File: src/rtl/cdb_arbiter_if.sv
// rtl/cdb_arbiter_if.sv - CDB arbiter source, ROB stall and broadcast signal bundle
interface cdb_arbiter_if #(
    parameter int DATA_W = 64,
    parameter int REG_W  = 6,
    parameter int TAG_W  = 6
);
    logic              valid_int2cdb;
    logic [DATA_W-1:0] result_int2cdb;
    logic [REG_W-1:0]  rd_int2cdb;
    logic [TAG_W-1:0]  tag_int2cdb;
    logic              stop_cdb2int;

    logic              valid_ls2cdb;
    logic [DATA_W-1:0] result_ls2cdb;
    logic [REG_W-1:0]  rd_ls2cdb;
    logic [TAG_W-1:0]  tag_ls2cdb;
    logic              stop_cdb2ls;

    logic              stop_rob2cdb;

    logic              valid_cdb;
    logic [DATA_W-1:0] result_cdb;
    logic [REG_W-1:0]  rd_cdb;
    logic [TAG_W-1:0]  tag_cdb;
    logic              src_cdb;

    modport slave (
        input  valid_int2cdb, result_int2cdb, rd_int2cdb, tag_int2cdb,
        input  valid_ls2cdb, result_ls2cdb, rd_ls2cdb, tag_ls2cdb,
        input  stop_rob2cdb,
        output stop_cdb2int, stop_cdb2ls,
        output valid_cdb, result_cdb, rd_cdb, tag_cdb, src_cdb
    );

    modport master (
        output valid_int2cdb, result_int2cdb, rd_int2cdb, tag_int2cdb,
        output valid_ls2cdb, result_ls2cdb, rd_ls2cdb, tag_ls2cdb,
        output stop_rob2cdb,
        input  stop_cdb2int, stop_cdb2ls,
        input  valid_cdb, result_cdb, rd_cdb, tag_cdb, src_cdb
    );
endinterface

File: src/rtl/cdb_arbiter.sv
// rtl/cdb_arbiter.sv - round-robin CDB arbiter with per-source skid FIFOs; CDB_PERF_CNT_EN adds perf counters
module cdb_arbiter #(
    parameter int DATA_W     = 64,
    parameter int REG_W      = 6,
    parameter int TAG_W      = 6,
    parameter int FIFO_DEPTH = 2
) (
    input  logic          clk,
    input  logic          res,
    cdb_arbiter_if.slave  bus
`ifdef CDB_PERF_CNT_EN
    ,
    output logic [31:0]   bcast_int_cnt,
    output logic [31:0]   bcast_ls_cnt,
    output logic [31:0]   stall_cnt
`endif
);
    localparam int E_W = DATA_W + REG_W + TAG_W;
    localparam int P_W = $clog2(FIFO_DEPTH);
    localparam int C_W = P_W + 1;
    localparam logic [C_W-1:0] FULL_CNT = C_W'(FIFO_DEPTH);

    // Index 0 is the INT source, index 1 the LS source throughout.
    logic [E_W-1:0] r_mem [2][FIFO_DEPTH];
    logic [P_W-1:0] r_wr  [2];
    logic [P_W-1:0] r_rd  [2];
    logic [C_W-1:0] r_cnt [2];
    logic           r_rr_last;
    logic           r_valid;
    logic           r_src;
    logic [E_W-1:0] r_out;

    logic [E_W-1:0] w_in_data   [2];
    logic [E_W-1:0] w_cand_data [2];
    logic [1:0]     w_in_valid;
    logic [1:0]     w_full;
    logic [1:0]     w_acc;
    logic [1:0]     w_has_q;
    logic [1:0]     w_cand;
    logic [1:0]     w_pop;
    logic [1:0]     w_bypass;
    logic [1:0]     w_push;
    logic           w_load;
    logic           w_grant;
    logic           w_winner;
    logic [E_W-1:0] w_win_data;

    assign w_in_valid   = {bus.valid_ls2cdb, bus.valid_int2cdb};
    assign w_in_data[0] = {bus.result_int2cdb, bus.rd_int2cdb, bus.tag_int2cdb};
    assign w_in_data[1] = {bus.result_ls2cdb, bus.rd_ls2cdb, bus.tag_ls2cdb};

    // Per-source accept and candidate: the queued head has priority over the live input to keep order.
    always_comb begin
        w_full        = '0;
        w_acc         = '0;
        w_has_q       = '0;
        w_cand        = '0;
        w_cand_data[0] = '0;
        w_cand_data[1] = '0;
        for (int s = 0; s < 2; s++) begin
            w_full[s]      = (r_cnt[s] == FULL_CNT);
            w_acc[s]       = w_in_valid[s] && !w_full[s];
            w_has_q[s]     = (r_cnt[s] != '0);
            w_cand[s]      = w_has_q[s] || w_acc[s];
            w_cand_data[s] = w_has_q[s] ? r_mem[s][r_rd[s]] : w_in_data[s];
        end
    end

    // Grant: the output register only advances when empty or the ROB is not stalling.
    always_comb begin
        w_load     = !r_valid || !bus.stop_rob2cdb;
        w_grant    = w_load && (|w_cand);
        w_winner   = (&w_cand) ? ~r_rr_last : w_cand[1];
        w_win_data = w_winner ? w_cand_data[1] : w_cand_data[0];
    end

    // FIFO control: granted head pops, granted empty source consumes its input directly, else it queues.
    always_comb begin
        w_pop    = '0;
        w_bypass = '0;
        w_push   = '0;
        for (int s = 0; s < 2; s++) begin
            w_pop[s]    = w_grant && (w_winner == 1'(s)) && w_has_q[s];
            w_bypass[s] = w_grant && (w_winner == 1'(s)) && !w_has_q[s];
            w_push[s]   = w_acc[s] && !w_bypass[s];
        end
    end

    // Skid FIFO pointers, counts and storage; pointers wrap naturally at the power-of-two depth.
    always_ff @(posedge clk) begin
        if (res) begin
            for (int s = 0; s < 2; s++) begin
                r_wr[s]  <= '0;
                r_rd[s]  <= '0;
                r_cnt[s] <= '0;
            end
        end else begin
            for (int s = 0; s < 2; s++) begin
                if (w_push[s]) begin
                    r_mem[s][r_wr[s]] <= w_in_data[s];
                    r_wr[s]           <= r_wr[s] + 1'b1;
                end
                if (w_pop[s]) begin
                    r_rd[s] <= r_rd[s] + 1'b1;
                end
                if (w_push[s] && !w_pop[s]) begin
                    r_cnt[s] <= r_cnt[s] + 1'b1;
                end else if (!w_push[s] && w_pop[s]) begin
                    r_cnt[s] <= r_cnt[s] - 1'b1;
                end
            end
        end
    end

    // Broadcast register and round-robin pointer; rr_last starts at LS so INT wins the first tie.
    always_ff @(posedge clk) begin
        if (res) begin
            r_valid   <= 1'b0;
            r_out     <= '0;
            r_src     <= 1'b0;
            r_rr_last <= 1'b1;
        end else if (w_load) begin
            if (w_grant) begin
                r_valid   <= 1'b1;
                r_out     <= w_win_data;
                r_src     <= w_winner;
                r_rr_last <= w_winner;
            end else begin
                r_valid <= 1'b0;
            end
        end
    end

    assign bus.stop_cdb2int = w_full[0];
    assign bus.stop_cdb2ls  = w_full[1];
    assign bus.valid_cdb    = r_valid;
    assign bus.src_cdb      = r_src;
    assign {bus.result_cdb, bus.rd_cdb, bus.tag_cdb} = r_out;

`ifdef CDB_PERF_CNT_EN
    logic [31:0] r_bcast_int_cnt;
    logic [31:0] r_bcast_ls_cnt;
    logic [31:0] r_stall_cnt;

    // Grant and ROB-stall counters; they wrap on overflow.
    always_ff @(posedge clk) begin
        if (res) begin
            r_bcast_int_cnt <= '0;
            r_bcast_ls_cnt  <= '0;
            r_stall_cnt     <= '0;
        end else begin
            if (w_grant && !w_winner) r_bcast_int_cnt <= r_bcast_int_cnt + 32'd1;
            if (w_grant &&  w_winner) r_bcast_ls_cnt  <= r_bcast_ls_cnt + 32'd1;
            if (r_valid && bus.stop_rob2cdb) r_stall_cnt <= r_stall_cnt + 32'd1;
        end
    end

    assign bcast_int_cnt = r_bcast_int_cnt;
    assign bcast_ls_cnt  = r_bcast_ls_cnt;
    assign stall_cnt     = r_stall_cnt;
`endif
endmodule

File: src/flat_wrapper.sv
// flat-port wrapper written by rule: the top's interface ports become plain ports
module cdb_arbiter_flat 
#(
    parameter int DATA_W     = 64,
    parameter int REG_W      = 6,
    parameter int TAG_W      = 6,
    parameter int FIFO_DEPTH = 2
)
  (clk, res, bus_valid_int2cdb, bus_result_int2cdb, bus_rd_int2cdb, bus_tag_int2cdb, bus_valid_ls2cdb, bus_result_ls2cdb, bus_rd_ls2cdb, bus_tag_ls2cdb, bus_stop_rob2cdb, bus_stop_cdb2int, bus_stop_cdb2ls, bus_valid_cdb, bus_result_cdb, bus_rd_cdb, bus_tag_cdb, bus_src_cdb);
  cdb_arbiter_if #(.DATA_W(DATA_W), .REG_W(REG_W), .TAG_W(TAG_W)) bus_i ();
  input  logic clk;
  input  logic res;
  input wire logic [$bits(bus_i.valid_int2cdb)-1:0] bus_valid_int2cdb;
  input wire logic [$bits(bus_i.result_int2cdb)-1:0] bus_result_int2cdb;
  input wire logic [$bits(bus_i.rd_int2cdb)-1:0] bus_rd_int2cdb;
  input wire logic [$bits(bus_i.tag_int2cdb)-1:0] bus_tag_int2cdb;
  input wire logic [$bits(bus_i.valid_ls2cdb)-1:0] bus_valid_ls2cdb;
  input wire logic [$bits(bus_i.result_ls2cdb)-1:0] bus_result_ls2cdb;
  input wire logic [$bits(bus_i.rd_ls2cdb)-1:0] bus_rd_ls2cdb;
  input wire logic [$bits(bus_i.tag_ls2cdb)-1:0] bus_tag_ls2cdb;
  input wire logic [$bits(bus_i.stop_rob2cdb)-1:0] bus_stop_rob2cdb;
  output wire logic [$bits(bus_i.stop_cdb2int)-1:0] bus_stop_cdb2int;
  output wire logic [$bits(bus_i.stop_cdb2ls)-1:0] bus_stop_cdb2ls;
  output wire logic [$bits(bus_i.valid_cdb)-1:0] bus_valid_cdb;
  output wire logic [$bits(bus_i.result_cdb)-1:0] bus_result_cdb;
  output wire logic [$bits(bus_i.rd_cdb)-1:0] bus_rd_cdb;
  output wire logic [$bits(bus_i.tag_cdb)-1:0] bus_tag_cdb;
  output wire logic [$bits(bus_i.src_cdb)-1:0] bus_src_cdb;
  assign bus_i.valid_int2cdb = bus_valid_int2cdb;
  assign bus_i.result_int2cdb = bus_result_int2cdb;
  assign bus_i.rd_int2cdb = bus_rd_int2cdb;
  assign bus_i.tag_int2cdb = bus_tag_int2cdb;
  assign bus_i.valid_ls2cdb = bus_valid_ls2cdb;
  assign bus_i.result_ls2cdb = bus_result_ls2cdb;
  assign bus_i.rd_ls2cdb = bus_rd_ls2cdb;
  assign bus_i.tag_ls2cdb = bus_tag_ls2cdb;
  assign bus_i.stop_rob2cdb = bus_stop_rob2cdb;
  assign bus_stop_cdb2int = bus_i.stop_cdb2int;
  assign bus_stop_cdb2ls = bus_i.stop_cdb2ls;
  assign bus_valid_cdb = bus_i.valid_cdb;
  assign bus_result_cdb = bus_i.result_cdb;
  assign bus_rd_cdb = bus_i.rd_cdb;
  assign bus_tag_cdb = bus_i.tag_cdb;
  assign bus_src_cdb = bus_i.src_cdb;
  cdb_arbiter #(.DATA_W(DATA_W), .REG_W(REG_W), .TAG_W(TAG_W), .FIFO_DEPTH(FIFO_DEPTH)) u_core (.clk(clk), .res(res), .bus(bus_i));
endmodule
File: config.mk
export PLATFORM = sky130hd
export DESIGN_NAME = cdb_arbiter_flat
export DESIGN_NICKNAME = d
export VERILOG_FILES = /design/src/rtl/cdb_arbiter_if.sv /design/src/rtl/cdb_arbiter.sv /design/src/flat_wrapper.sv
export SDC_FILE = /design/constraint.sdc
export NUM_CORES = 1
export LEC_CHECK = 0
export BUFFER_PORTS_ARGS = -buffer_cell sky130_fd_sc_hd__buf_4
export CORE_ASPECT_RATIO = 0.8
export CORE_UTILIZATION = 50
export DETAILED_ROUTE_END_ITERATION = 8
export GPL_TIMING_DRIVEN = 1
export PLACE_DENSITY = 0.83
export SLEW_MARGIN = 20
export SYNTH_ARGS = -nofsm -noshare
export SYNTH_HDL_FRONTEND = slang
export SYNTH_SLANG_ARGS = --single-unit
File: constraint.sdc
create_clock -name clk -period 12.3 [get_ports clk]
set_input_delay 0 -clock clk [delete_from_list [all_inputs] [get_ports clk]]
set_output_delay 0 -clock clk [all_outputs]
set_load 0.03 [all_outputs]
* Word-level counts from Yosys, hierarchy flattened
Memory sizes are Yosys's and may differ from the RTL's. Index checks and enable logic that the tools add are counted.
Operators by class: add/sub/neg operators 8, magnitude comparators 6, equal/unequal tests 2, muxes and demuxes 53, bitwise gates (word level) 14, reduce and logical (&&, ||, !) cells 37
Operators by type and width (count):
- two-way mux 76 bit | 11
- two-way mux 152 bit | 2
- demux 76 bit (select 1 bit) | 2
- two-way mux 1 bit | 34
- logical AND 1 bit | 17
- logical NOT 1 bit | 12
- greater-or-equal comparator 2 bit (second input constant) | 4
- two-way mux 2 bit | 4
- NOT 1 -> 2 bit | 4
- bitwise OR 1 bit | 8
- adder 1 bit (second input constant) | 4
- adder 2 x 1 -> 2 bit (second input constant) | 2
- equality test 2 bit (second input constant) | 2
- less-than comparator 2 x 1 -> 1 bit (second input constant) | 2
- AND reduction 2 bit | 2
- nonzero test 2 bit | 2
- subtractor 2 x 1 -> 2 bit (second input constant) | 2
- logical OR 1 bit | 3
- NOT 1 bit | 2
- OR reduction 2 bit | 1
Word-level totals: register bits after elaboration 79, bits in writable memories 312, input port bits 157, logic and storage cells 128, memories kept 4
Memories:
- u_core.r_mem | words 2, width 152, read ports 2, clocked after memory_dff 0, write ports 2, line cdb_arbiter.sv:24 | logic [E_W-1:0] r_mem [2][FIFO_DEPTH];
- u_core.r_cnt | words 2, width 2, read ports 2, clocked after memory_dff 0, write ports 2, line cdb_arbiter.sv:27 | logic [C_W-1:0] r_cnt [2];
- u_core.r_rd | words 2, width 1, read ports 2, clocked after memory_dff 0, write ports 2, line cdb_arbiter.sv:26 | logic [P_W-1:0] r_rd [2];
- u_core.r_wr | words 2, width 1, read ports 2, clocked after memory_dff 0, write ports 2, line cdb_arbiter.sv:25 | logic [P_W-1:0] r_wr [2];

* Longest topological paths before layout
word-level depth 18, depth in mapped cells 10, depth with buffers taken out 7

* Least setup slack after synthesis
Ideal clock, no wire load.
path type register -> register, start point memory u_core.r_cnt[1][0] in the netlist's numbering, end point memory u_core.r_mem[0][0] in the netlist's numbering (enable), library setup time 0.619 ns, data arrival time 6.941 ns, path slack 4.740 ns, stages on the path, launching flop included 8, buffers on the path 0, cells stage by stage edfxtp_1 > inv_1 > ha_1 > nor3b_2 > or2_2 > a21o_1 > nand2_1 > nor3b_1
RTL lines (line):
- from (decl) | cdb_arbiter.sv:27
- to (decl) | cdb_arbiter.sv:24

==> insert_results.sql <==
INSERT INTO impl_metrics (metric_group, metric, value, unit) VALUES
('drt', 'detail_route.wl_per_cell', '21.0', 'microns'),
('timing', 'skew', '0.0193', 'ns'),
('yosys', 'seq_total_area_yosys', '69.2', '%'),
('drt', 'total_iterations_of_the_first_detailed_routing_run', '6', ''),
('timing', 'final-setup-viol-count', '0', ''),
('yosys', 'synth-seq-cells', '391', ''),
('die', 'design.die.area', '0.0324', 'sq mm'),
('layout', 'finish.net_count', '1680', ''),
('grt', 'pin_count_of_the_biggest_net_entering_global_routing', '112', ''),
('setup_path', 'endpoint_kind', 'flip-flop', ''),
('setup_path', 'critical_path_buf_inv_count', '2', ''),
('drt', 'drt_iter0_markers', '1124', ''),
('timing', 'tightest_pin_transition', '1.08', 'ns'),
('clock_tree', 'cts.reportedPaths.clkPinSlew', '0.06', 'ns'),
('yosys', 'postSynthCellCount', '1166', ''),
('yosys', 'yosys_warnings', '0', ''),
('die', 'die_height', '161', 'microns'),
('die', 'chipWidth', '201', 'microns'),
('clock_tree', 'cts_inserted_buffers', '40', ''),
('grt', 'initial_antenna_violation_count', '1', ''),
('timing', 'finalHoldViolations', '0', ''),
('clock_tree', 'deepest_clock_path_buffer_count', '3', ''),
('drt', 'ant_nets', '0', ''),
('layout', 'final_cell_mix', '312 x sky130_fd_sc_hd__edfxtp_1, 257 x sky130_fd_sc_hd__buf_4, 156 x sky130_fd_sc_hd__o21ai_0', ''),
('layout', 'area_delta_synth_final', '30.9', '%'),
('clock_tree', 'cts_sinks', '391', ''),
('placed_design', 'port-buffer-count', '236', ''),
('timing', 'max_freq', '287', 'MHz'),
('drt', 'route.detailed.vias_per_inst', '5.83', ''),
('clock_tree', 'post-cts-setup-buffers', '0', ''),
('placed_design', 'dpl_cell_area', '0.0179', 'sq mm'),
('min_path', 'min_path_type', 'in2reg', ''),
('timing', 'finalWorstPathRequiredPeriod', '3.48', 'ns'),
('setup_path', 'worst-endpoint-arrival', '3.95', 'ns'),
('clock_tree', 'insertion_delay', '0.55', 'ns'),
('drt', 'num_vias', '11500', ''),
('drt', 'wl', '41.3', 'mm'),
('layout', 'post-route-cell-area', '0.0207', 'sq mm'),
('die', 'site_row_count', '57', ''),
('timing', 'timing.setup.tns', '0', 'ns'),
('yosys', 'synth_cell_types', '38', ''),
('timing', 'worst_slew_margin_rel', '28.1', '%'),
('flow_run', 'max_cap_viol_count', '0', ''),
('timing', 'final_min_period_over_clock_period', '28.3', '%'),
('setup_path', 'crit_path_max_incr_delay', '0.87', 'ns'),
('placed_design', 'dp_hpwl', '23.1', 'mm'),
('timing', 'rsz0062_at_grt', 'no', ''),
('power', 'cellLeakagePower', '7.73', 'nW'),
('yosys', 'mappedNetlistArea', '0.0158', 'sq mm'),
('layout', 'commonest_non_fill_non_tap_cell_in_the_layout', 'sky130_fd_sc_hd__edfxtp_1', ''),
('die', 'initial_utilization', '51.5', '%'),
('clock_tree', 'h-tree-depth', '2', ''),
('setup_path', 'worstPathMaxFanout', '94', ''),
('grt', 'total_global_routing_overflow', '0', ''),
('clock_tree', 'cts_tree', 'done', ''),
('power', 'cellPowerDensity', '230', 'mW/mm^2'),
('layout', 'post-route-util', '67.4', '%'),
('die', 'core-area', '0.0307', 'sq mm'),
('setup_path', 'cp_top_family', 'buffers and inverters', ''),
('grt', 'grt_first_pass_wirelength', '64.2', 'mm'),
('setup_path', 'critical_path_class', 'reg2reg', ''),
('setup_path', 'start_kind', 'flip-flop', ''),
('setup_path', 'crit_top_cell', 'sky130_fd_sc_hd__buf_4', ''),
('layout', 'final_layout_size_suffix_gt1_share', '21.4', '%'),
('drt', 'drc_errors', '0', ''),
('power', 'design_power_total', '4.76', 'mW'),
('die', 'io-pin-count', '237', ''),
('setup_path', 'worst_ep_required_time', '12.77', 'ns'),
('placed_design', 'place_congestion', '0.792', ''),
('outcome', 'run_status', 'finished clean', ''),
('setup_path', 'worst_path_max_delay_cell', 'sky130_fd_sc_hd__o21ai_4', ''),
('timing', 'drv_slew', '0', ''),
('yosys', 'post_synth.cell_area_avg', '13.6', 'sq um'),
('clock_tree', 'cts_root_buffer', 'sky130_fd_sc_hd__clkbuf_16', ''),
('setup_path', 'worstPathCellList', 'nor2_4 > buf_4 > nand2_1 > o21ai_4 > buf_4 > a222oi_1 > nor2_1', ''),
('layout', 'diodes', '0', ''),
('grt', 'globalRouteTotalUtil', '25.3', '%'),
('power', 'peakVddDrop', '136', 'uV'),
('grt', 'first_global_vias', '11700', ''),
('yosys', 'synth.net_count', '1325', '');
-- registers in the layout, indices dropped and copies added, names as in the netlist --
name                  flops
u_core.bus.src_cdb        1
u_core.r_rd               2
u_core.bus.valid_cdb      1
u_core.r_cnt              4
u_core.r_rr_last          1
u_core.r_wr               2
u_core.r_mem            304
u_core.r_out             76
-- per-stage QoR --
step,instances,hold WS (ns),setup WS [ns]
3_5_place_dp,1739,0.197,8.82
4_1_cts,1966,0.0220,8.82
3_3_place_gp,1739,0.195,8.94
5_1_grt,1966,0.125,8.56
2_1_floorplan,1166,0.0989,4.74
6_report,1966,0.0654,8.82
-- per-layer routing --
metal | global-route usage, % | part of all wire (%)
met1 | 34.1 | 41
met2 | 41.4 | 48
met3 | 4.98 | 8.8
met4 | 8.43 | 1.8
met5 | 0 | 0.019
-- kinds of logic (layout without fill, tap and decap cells) --
logic type	Yosys count	after routing	share of synthesized area, %
adder cells (fa/ha/maj)	2	2	0.158
AO/OA/AOI/OAI	253	253	10.8
AND/OR/NAND/NOR	266	266	7.14
multiplexers	152	152	9.61
buffers and inverters	102	489	3.11
flip-flops	391	391	69.2
-- tightest hold or removal path, stage by stage --
cell and delay, ns:
sky130_fd_sc_hd__buf_4 0.12, sky130_fd_sc_hd__a211oi_1 0.06, sky130_fd_sc_hd__a31oi_1 0.20, sky130_fd_sc_hd__nor2_1 0.06
-- power breakdown --
group          leakage, nW  switching (mW)  internal, mW
sequential            3.51           0.123          1.68
clock                0.661           0.501         0.737
combinational         3.56            1.10         0.622
-- synth_stat cells (all sizes together) --
cell type  instances  area (sq um)
edfxtp           312          9370
o21ai            157           790
mux2i            152          1520
nand2             89           334
nor2              89           337
dfxtp             79          1580
nand3             77           385
a222oi            76           761
buf               58           327
clkbuf            39           146
a21oi              6          41.3
inv                4          15.0
a211oi             3          22.5
nor3               3          15.0
nor3b              3          27.5
a211o              2          17.5
a21o               2          15.0
and2               2          12.5
ha                 2          25.0
a31oi              1          6.26
clkinv             1          3.75
nand2b             1          6.26
nor2b              1          6.26
o211ai             1          7.51
o22a               1          8.76
o2bb2ai            1          8.76
o311a              1          10.0
o311ai             1          8.76
o31ai              1          12.5
or2                1          6.26
-- final timing paths --
check	from	to	slack, ns	cells past startpoint
worst min-delay path	res	u_core.r_wr[0][1]	0.07	4
worst max-delay path	u_core.r_cnt[0][0]	u_core.r_out[8]	8.82	7
worst max register to register	u_core.r_cnt[0][0]	u_core.r_out[8]	8.82	7
worst min register to register	u_core.bus.src_cdb	u_core.bus.src_cdb	0.50	2
-- final cells by class --
cell class | count | area [sq um]
Fill cell | 2063 | 10000
Sequential cell | 391 | 11000
Clock inverter | 16 | 193
Tap cell | 413 | 517
Inverter | 5 | 18.8
Timing Repair Buffer | 410 | 3460
Multi-Input combinational cell | 673 | 4440
Clock buffer | 58 | 1150
-- timing repair --
item,4_1_cts,5_1_grt
resized for setup,0,0
endpoints found under the hold margin,381,0
hold buffers,153,0
Note: power is estimated with default switching activity, not from simulation.
